**src/rtl/tag_array_pkg.sv**
```systemverilog
// Shared widths, FSM state encoding and tag-entry field helpers for the tag array arbiter.
// Latency: n/a (declarations only).
// Backpressure: n/a.
package tag_array_pkg;

    localparam int SETS    = 64;
    localparam int WAYS    = 4;
    localparam int ENTRY_W = 22;
    localparam int IDX_W   = 6;
    localparam int TAG_W   = ENTRY_W - 1;

    typedef enum logic [1:0] {
        INIT  = 2'd0,
        RUN   = 2'd1,
        FLUSH = 2'd2
    } state_t;

    // The valid flag is the top bit of a stored entry.
    function automatic logic entry_valid(input logic [ENTRY_W-1:0] e);
        return e[ENTRY_W-1];
    endfunction

    // The tag occupies every bit below the valid flag.
    function automatic logic [TAG_W-1:0] entry_tag(input logic [ENTRY_W-1:0] e);
        return e[TAG_W-1:0];
    endfunction

endpackage

```
**src/rtl/tag_array_arbiter_if.sv**
```systemverilog
// Pipeline-side lookup, write, response and status signals of the tag array arbiter.
// Latency: n/a (wires only).
// Backpressure: lookup and write use valid/ready; the response has no ready.
interface tag_array_arbiter_if;
    import tag_array_pkg::*;

    logic               lkp_valid;
    logic               lkp_ready;
    logic [IDX_W-1:0]   lkp_set;
    logic [TAG_W-1:0]   lkp_tag;

    logic               resp_valid;
    logic [WAYS-1:0]    resp_hit;
    logic               resp_multi;

    logic               wr_valid;
    logic               wr_ready;
    logic [IDX_W-1:0]   wr_set;
    logic [1:0]         wr_way;
    logic [ENTRY_W-1:0] wr_entry;

    logic               flush_req;
    logic               busy;
    logic               init_done;

    // Cache pipeline side.
    modport master (
        output lkp_valid, lkp_set, lkp_tag,
        output wr_valid, wr_set, wr_way, wr_entry,
        output flush_req,
        input  lkp_ready, wr_ready,
        input  resp_valid, resp_hit, resp_multi,
        input  busy, init_done
    );

    // Arbiter side.
    modport slave (
        input  lkp_valid, lkp_set, lkp_tag,
        input  wr_valid, wr_set, wr_way, wr_entry,
        input  flush_req,
        output lkp_ready, wr_ready,
        output resp_valid, resp_hit, resp_multi,
        output busy, init_done
    );

endinterface

```
**src/rtl/tag_array_hit_compare.sv**
```systemverilog
// 4-way tag compare on one SRAM read word: per-way hit vector and multi-hit flag.
// Latency: combinational.
// Backpressure: none.
module tag_array_hit_compare
    import tag_array_pkg::*;
(
    input  logic [WAYS*ENTRY_W-1:0] rdata,
    input  logic [TAG_W-1:0]        tag,
    output logic [WAYS-1:0]         hit,
    output logic                    multi
);

    // A way hits only when its entry is valid and its stored tag matches.
    always_comb begin
        hit = '0;
        for (int w = 0; w < WAYS; w++) begin
            hit[w] = entry_valid(rdata[w*ENTRY_W +: ENTRY_W]) &&
                     (entry_tag(rdata[w*ENTRY_W +: ENTRY_W]) == tag);
        end
    end

    // Clearing the lowest set bit leaves something only if two or more ways hit.
    assign multi = |(hit & (hit - WAYS'(1)));

endmodule

```
**src/rtl/tag_array_arbiter.sv**
```systemverilog
// Owns the single-port tag SRAM: sweeps it invalid after reset/flush, arbitrates writes vs lookups.
// Latency: lookup response 1 cycle after grant; writes land at the end of the grant cycle.
// Backpressure: writes win unless a lookup has waited STARVE_LIMIT write grants; responses are never stalled.
module tag_array_arbiter #(
    parameter int SETS         = 64,
    parameter int WAYS         = 4,
    parameter int ENTRY_W      = 22,
    parameter int STARVE_LIMIT = 4
) (
    input  logic                    clock,
    input  logic                    reset_n,
    tag_array_arbiter_if.slave      bus,
    output logic                    sram_en,
    output logic                    sram_wmode,
    output logic [$clog2(SETS)-1:0] sram_addr,
    output logic [WAYS*ENTRY_W-1:0] sram_wdata,
    output logic [WAYS-1:0]         sram_wmask,
    input  logic [WAYS*ENTRY_W-1:0] sram_rdata
);
    import tag_array_pkg::*;

    localparam int AW = $clog2(SETS);
    localparam int SW = $clog2(STARVE_LIMIT + 1);

    state_t         state;
    logic [AW-1:0]  sweep_cnt;
    logic [SW-1:0]  starve_cnt;
    logic           init_done_q;
    logic           resp_vld_q;
    logic [TAG_W-1:0] tag_q;

    logic           in_run;
    logic           sweep;
    logic           starve;
    logic           lkp_gnt;
    logic           wr_gnt;
    logic [WAYS-1:0] hit_raw;
    logic           multi_raw;

    assign in_run = (state == RUN);
    // Qualified with reset_n so the SRAM port stays idle while reset is held.
    assign sweep  = reset_n && !in_run;
    assign starve = (starve_cnt == SW'(STARVE_LIMIT));

    // The two readies never both admit a request in the same cycle.
    assign bus.lkp_ready = in_run && (!bus.wr_valid || starve);
    assign bus.wr_ready  = in_run && !(starve && bus.lkp_valid);
    assign lkp_gnt       = bus.lkp_valid && bus.lkp_ready;
    assign wr_gnt        = bus.wr_valid && bus.wr_ready;

    assign bus.busy      = !in_run;
    assign bus.init_done = init_done_q;

    // Single RW port mux: sweep, else the granted write, else the granted lookup.
    always_comb begin
        sram_en    = 1'b0;
        sram_wmode = 1'b0;
        sram_addr  = '0;
        sram_wdata = '0;
        sram_wmask = '0;
        if (sweep) begin
            sram_en    = 1'b1;
            sram_wmode = 1'b1;
            sram_addr  = sweep_cnt;
            sram_wmask = '1;
        end else if (wr_gnt) begin
            sram_en    = 1'b1;
            sram_wmode = 1'b1;
            sram_addr  = bus.wr_set;
            sram_wdata = {WAYS{bus.wr_entry}};
            sram_wmask = WAYS'(1) << bus.wr_way;
        end else if (lkp_gnt) begin
            sram_en    = 1'b1;
            sram_addr  = bus.lkp_set;
        end
    end

    // Sweep sequencing; a flush is only accepted from RUN, so requests during a sweep are dropped.
    always_ff @(posedge clock or negedge reset_n) begin
        if (!reset_n) begin
            state       <= INIT;
            sweep_cnt   <= '0;
            init_done_q <= 1'b0;
        end else begin
            case (state)
                INIT, FLUSH: begin
                    sweep_cnt <= sweep_cnt + AW'(1);
                    if (sweep_cnt == AW'(SETS - 1)) begin
                        state <= RUN;
                        if (state == INIT) begin
                            init_done_q <= 1'b1;
                        end
                    end
                end
                RUN: begin
                    if (bus.flush_req) begin
                        state <= FLUSH;
                    end
                end
                default: state <= INIT;
            endcase
        end
    end

    // Counts write grants that overtook a waiting lookup; cleared once the lookup is served or withdrawn.
    always_ff @(posedge clock or negedge reset_n) begin
        if (!reset_n) begin
            starve_cnt <= '0;
        end else if (!bus.lkp_valid || lkp_gnt) begin
            starve_cnt <= '0;
        end else if (wr_gnt) begin
            starve_cnt <= starve_cnt + SW'(1);
        end
    end

    // Holds the lookup tag until the read data returns next cycle.
    always_ff @(posedge clock or negedge reset_n) begin
        if (!reset_n) begin
            resp_vld_q <= 1'b0;
            tag_q      <= '0;
        end else begin
            resp_vld_q <= lkp_gnt;
            if (lkp_gnt) begin
                tag_q <= bus.lkp_tag;
            end
        end
    end

    tag_array_hit_compare u_hit_compare (
        .rdata (sram_rdata),
        .tag   (tag_q),
        .hit   (hit_raw),
        .multi (multi_raw)
    );

    assign bus.resp_valid = resp_vld_q;
    assign bus.resp_hit   = resp_vld_q ? hit_raw : '0;
    assign bus.resp_multi = resp_vld_q && multi_raw;

endmodule

```
**src/flat_wrapper.sv**
```systemverilog
// flat-port wrapper written by rule: the top's interface ports become plain ports
module tag_array_arbiter_flat import tag_array_pkg::*;
#(
    parameter int SETS         = 64,
    parameter int WAYS         = 4,
    parameter int ENTRY_W      = 22,
    parameter int STARVE_LIMIT = 4
)
  (clock, reset_n, sram_en, sram_wmode, sram_addr, sram_wdata, sram_wmask, sram_rdata, bus_lkp_valid, bus_lkp_set, bus_lkp_tag, bus_wr_valid, bus_wr_set, bus_wr_way, bus_wr_entry, bus_flush_req, bus_lkp_ready, bus_wr_ready, bus_resp_valid, bus_resp_hit, bus_resp_multi, bus_busy, bus_init_done);
  tag_array_arbiter_if bus_i ();
  input  logic clock;
  input  logic reset_n;
  output logic sram_en;
  output logic sram_wmode;
  output logic [$clog2(SETS)-1:0] sram_addr;
  output logic [WAYS*ENTRY_W-1:0] sram_wdata;
  output logic [WAYS-1:0] sram_wmask;
  input  logic [WAYS*ENTRY_W-1:0] sram_rdata;
  input wire logic [$bits(bus_i.lkp_valid)-1:0] bus_lkp_valid;
  input wire logic [$bits(bus_i.lkp_set)-1:0] bus_lkp_set;
  input wire logic [$bits(bus_i.lkp_tag)-1:0] bus_lkp_tag;
  input wire logic [$bits(bus_i.wr_valid)-1:0] bus_wr_valid;
  input wire logic [$bits(bus_i.wr_set)-1:0] bus_wr_set;
  input wire logic [$bits(bus_i.wr_way)-1:0] bus_wr_way;
  input wire logic [$bits(bus_i.wr_entry)-1:0] bus_wr_entry;
  input wire logic [$bits(bus_i.flush_req)-1:0] bus_flush_req;
  output wire logic [$bits(bus_i.lkp_ready)-1:0] bus_lkp_ready;
  output wire logic [$bits(bus_i.wr_ready)-1:0] bus_wr_ready;
  output wire logic [$bits(bus_i.resp_valid)-1:0] bus_resp_valid;
  output wire logic [$bits(bus_i.resp_hit)-1:0] bus_resp_hit;
  output wire logic [$bits(bus_i.resp_multi)-1:0] bus_resp_multi;
  output wire logic [$bits(bus_i.busy)-1:0] bus_busy;
  output wire logic [$bits(bus_i.init_done)-1:0] bus_init_done;
  assign bus_i.lkp_valid = bus_lkp_valid;
  assign bus_i.lkp_set = bus_lkp_set;
  assign bus_i.lkp_tag = bus_lkp_tag;
  assign bus_i.wr_valid = bus_wr_valid;
  assign bus_i.wr_set = bus_wr_set;
  assign bus_i.wr_way = bus_wr_way;
  assign bus_i.wr_entry = bus_wr_entry;
  assign bus_i.flush_req = bus_flush_req;
  assign bus_lkp_ready = bus_i.lkp_ready;
  assign bus_wr_ready = bus_i.wr_ready;
  assign bus_resp_valid = bus_i.resp_valid;
  assign bus_resp_hit = bus_i.resp_hit;
  assign bus_resp_multi = bus_i.resp_multi;
  assign bus_busy = bus_i.busy;
  assign bus_init_done = bus_i.init_done;
  tag_array_arbiter #(.SETS(SETS), .WAYS(WAYS), .ENTRY_W(ENTRY_W), .STARVE_LIMIT(STARVE_LIMIT)) u_core (.clock(clock), .reset_n(reset_n), .bus(bus_i), .sram_en(sram_en), .sram_wmode(sram_wmode), .sram_addr(sram_addr), .sram_wdata(sram_wdata), .sram_wmask(sram_wmask), .sram_rdata(sram_rdata));
endmodule
```
**config.mk**
```make
export PLATFORM = sky130hd
export DESIGN_NAME = tag_array_arbiter_flat
export DESIGN_NICKNAME = d
export VERILOG_FILES = /design/src/rtl/tag_array_pkg.sv /design/src/rtl/tag_array_arbiter_if.sv /design/src/rtl/tag_array_hit_compare.sv /design/src/rtl/tag_array_arbiter.sv /design/src/flat_wrapper.sv
export SDC_FILE = /design/constraint.sdc
export NUM_CORES = 1
export LEC_CHECK = 0
export ABC_AREA = 1
export CORE_MARGIN = 1
export CORE_UTILIZATION = 33
export CTS_CLUSTER_DIAMETER = 100
export CTS_CLUSTER_SIZE = 28
export DETAILED_ROUTE_END_ITERATION = 10
export PLACE_DENSITY = 0.84
export SYNTH_ARGS = -nofsm -noshare
export SYNTH_HDL_FRONTEND = slang
export SYNTH_SLANG_ARGS = --single-unit
```
**constraint.sdc**
```tcl
create_clock -name clock -period 1.7 [get_ports clock]
set_input_delay 0.34 -clock clock [delete_from_list [all_inputs] [get_ports clock]]
set_output_delay 0.34 -clock clock [all_outputs]
set_load 0.02 [all_outputs]
```
==> flow_summary.ini <==
[outcome]
outcome = finished with violations
violations = negative setup slack

[layout]
utilization_pct = 69.13
final_cell_mix = nand2_1 (204), buf_6 (119), clkdlybuf4s50_1 (115), inv_1 (82), buf_4 (51)
nNetsFinal = 1064
fillers = 846
drive_gt1_share_pct = 34.54
area_delta_synth_final_pct = 101.2
final_common_cell = nand2_1
fin_area_um2 = 7592

[place]
dpl_worst_slack_ns = -0.9598
portBuffers = 259
gp_congestion = 1.008
hpwlAfterDp_mm = 11.24
dpl-instance-area_um2 = 6470

[timing]
relSlewSlack_pct = 62.96
rsz0062_at_grt = true
final_hold_viol_count = 0
fmax_mhz = 439.2
hold_ws_ns = 0.3505
setup_slack_ns = -0.5770
post-route-period-util_pct = 133.9
clock-skew-final_ns = 0.002770
finalSetupViolCount = 108
period_minus_slack_ns = 2.277
worst_pin_slew_ns = 0.5556
drv_slew = 0

[synthesis]
syn-num-nets = 791
postSynthCellCount = 638
synth_top_area_share_pct = 22.55
syn-cell-area_um2 = 3774
syn_avg_cell_area_um2 = 5.915
synth_seq_cells = 34
yosys_warnings = 0
synth_seq_area_share_pct = 22.55
synth_top_cell_by_area = dfrtp_1
synth_cell_type_count = 30
synth_area_leaders = dfrtp_1 (23%), nand2_1 (22%), buf_4 (13%)

[routing]
vias_per_cell = 4.667
vias = 4914
drt-total-wl_mm = 16.74
wire_per_inst_um = 15.90
detail-route-antenna-nets = 0
post-route-drc-count = 0
drt_iter0_drc = 263
firstDrtPassIters = 7

[global_route]
grt_pass1_wl_mm = 21.24
grt_pass1_vias = 4492
globalRoute.totalOverflow = 0
track_usage_pct = 23.30
grt_max_degree = 42
antenna_found_initial = 1

[clock_network]
clk_latency_ns = 0.28
cts_made_buffers = 5
clockRootBuffer = clkbuf_16
clkTransAtPathRegs_ns = 0.06
cts_tree = yes
cts_max_level = 2
cts.sinks = 34
clock_path_buffers = 2

[setup_path]
crit_required_ns = 1.36
slowest_delay_ns = 0.37
path_max_fanout = 7
cp_slowest_cell = dfrtp_1
crit_path_end_kind = output port
crit_type = reg2out
crit_path_start_kind = flip-flop
crit_chain = inv_2 -> ha_4 -> nand3_2 -> nand2_2 -> inv_4 -> nand2_8 -> buf_12 -> buf_12 -> nor2_4 -> buf_6
cp_num_buf_inv = 5
critical_path.top_delay_family = buffers and inverters
arrival_ns = 1.94
path_common_cell = buf_12

[floorplan]
ios = 260
core-area_um2 = 10980
die-height_um = 108.9
dieArea_um2 = 11870
core.rowCount = 38
start_util_pct = 34.36
fp.dieW_um = 108.9

[run]
cap_violations = 0

[power_and_ir_drop]
ir_worst_vdd_mv = 0.3001
leakagePower_nw = 3.921
power_density_nw_per_um2 = 329.6
p_total_mw = 2.502

[min_path]
hold_path.class = in2async
-- what timing repair did --
item / 4_1_cts / 5_1_grt
resized for setup: 613 / 178
endpoints found under the setup margin: 116 / 131
setup buffers: 21 / 14
pin swaps: 29 / 52
hold buffers: 0 / 0
gates cloned: 2 / 7
-- cells in the mapped netlist, drive strengths merged --
| library cell | instances |
|---|---|
| o21bai | 1 |
| inv | 110 |
| buf | 75 |
| clkinv | 1 |
| nand3 | 12 |
| dfrtp | 34 |
| xnor2 | 1 |
| ha | 3 |
| o31ai | 4 |
| nor4 | 1 |
| o211ai | 8 |
| o22ai | 1 |
| xor2 | 15 |
| o21ai | 52 |
| nor3 | 3 |
| nand4 | 3 |
| and3 | 1 |
| nand2 | 228 |
| a21oi | 1 |
| nor2 | 83 |
| clkbuf | 1 |
-- registers in the layout (all words and copies together), names as in the netlist --
signal                 flops
u_core.bus.init_done       1
u_core.bus.resp_valid      1
u_core.starve_cnt          3
u_core.state               2
u_core.sweep_cnt           6
u_core.tag_q              21
-- layer usage --
layer  track usage, %  share of wire (%)
met2            42.45                 51
met3            6.037                8.5
met1            25.97                 37
met4            8.012                3.9
met5                0                  0
-- area by class of cell --
cell class	instances	area [um2]	area share (%)
Timing Repair Buffer	340	3632	47.84
Multi-Input combinational cell	419	2325	30.62
Sequential cell	34	855.8	11.27
Inverter	111	436.7	5.751
Tap cell	140	175.2	2.307
Clock buffer	5	125.1	1.648
Clock inverter	3	40.04	0.5274
Antenna cell	1	2.502	0.03296
-- path summary, 6_finish.rpt --
check	from	end	slack [ns]	depth (start not counted)
hold reg to reg	u_core.bus.init_done	u_core.bus.init_done	0.49	1
min in group clock	u_core.bus.init_done	u_core.bus.init_done	0.49	1
max in group asynchronous	reset_n	u_core.tag_q[12]	0.99	3
setup reg to reg	u_core.starve_cnt[0]	u_core.starve_cnt[2]	-0.06	11
setup / recovery	u_core.starve_cnt[0]	sram_wdata[29]	-0.58	10
hold / removal	reset_n	u_core.sweep_cnt[2]	0.35	3
-- kinds of logic after synthesis --
logic type	Yosys count	synth area share, %
AND/OR/NAND/NOR	331	36.70
XOR/XNOR	16	3.714
buffers and inverters	187	26.26
flip-flops	34	22.55
AO/OA/AOI/OAI	67	9.781
adder cells (fa/ha/maj)	3	0.9948
-- tightest hold or removal path: stages --
cell   delay, ns
buf_2       0.17
buf_4       0.14
buf_4       0.40
-- through the flow --
stage / cells / setup TNS, ns
floorplan: 638 / -8.728
finish: 1053 / -48.86
global route: 1053 / -54.70
CTS: 1037 / -32.64
global placement: 1007 / -81.14
detailed placement: 1007 / -81.68
-- power by group --
group	switching (mW)	internal [mW]	total (mW)
Sequential	0.0000000000000000902	0.810	0.810
Combinational	0.274	0.389	0.663
Clock	0.344	0.686	1.03
Total	0.618	1.88	2.50
Power figures use the tool's default switching activity.
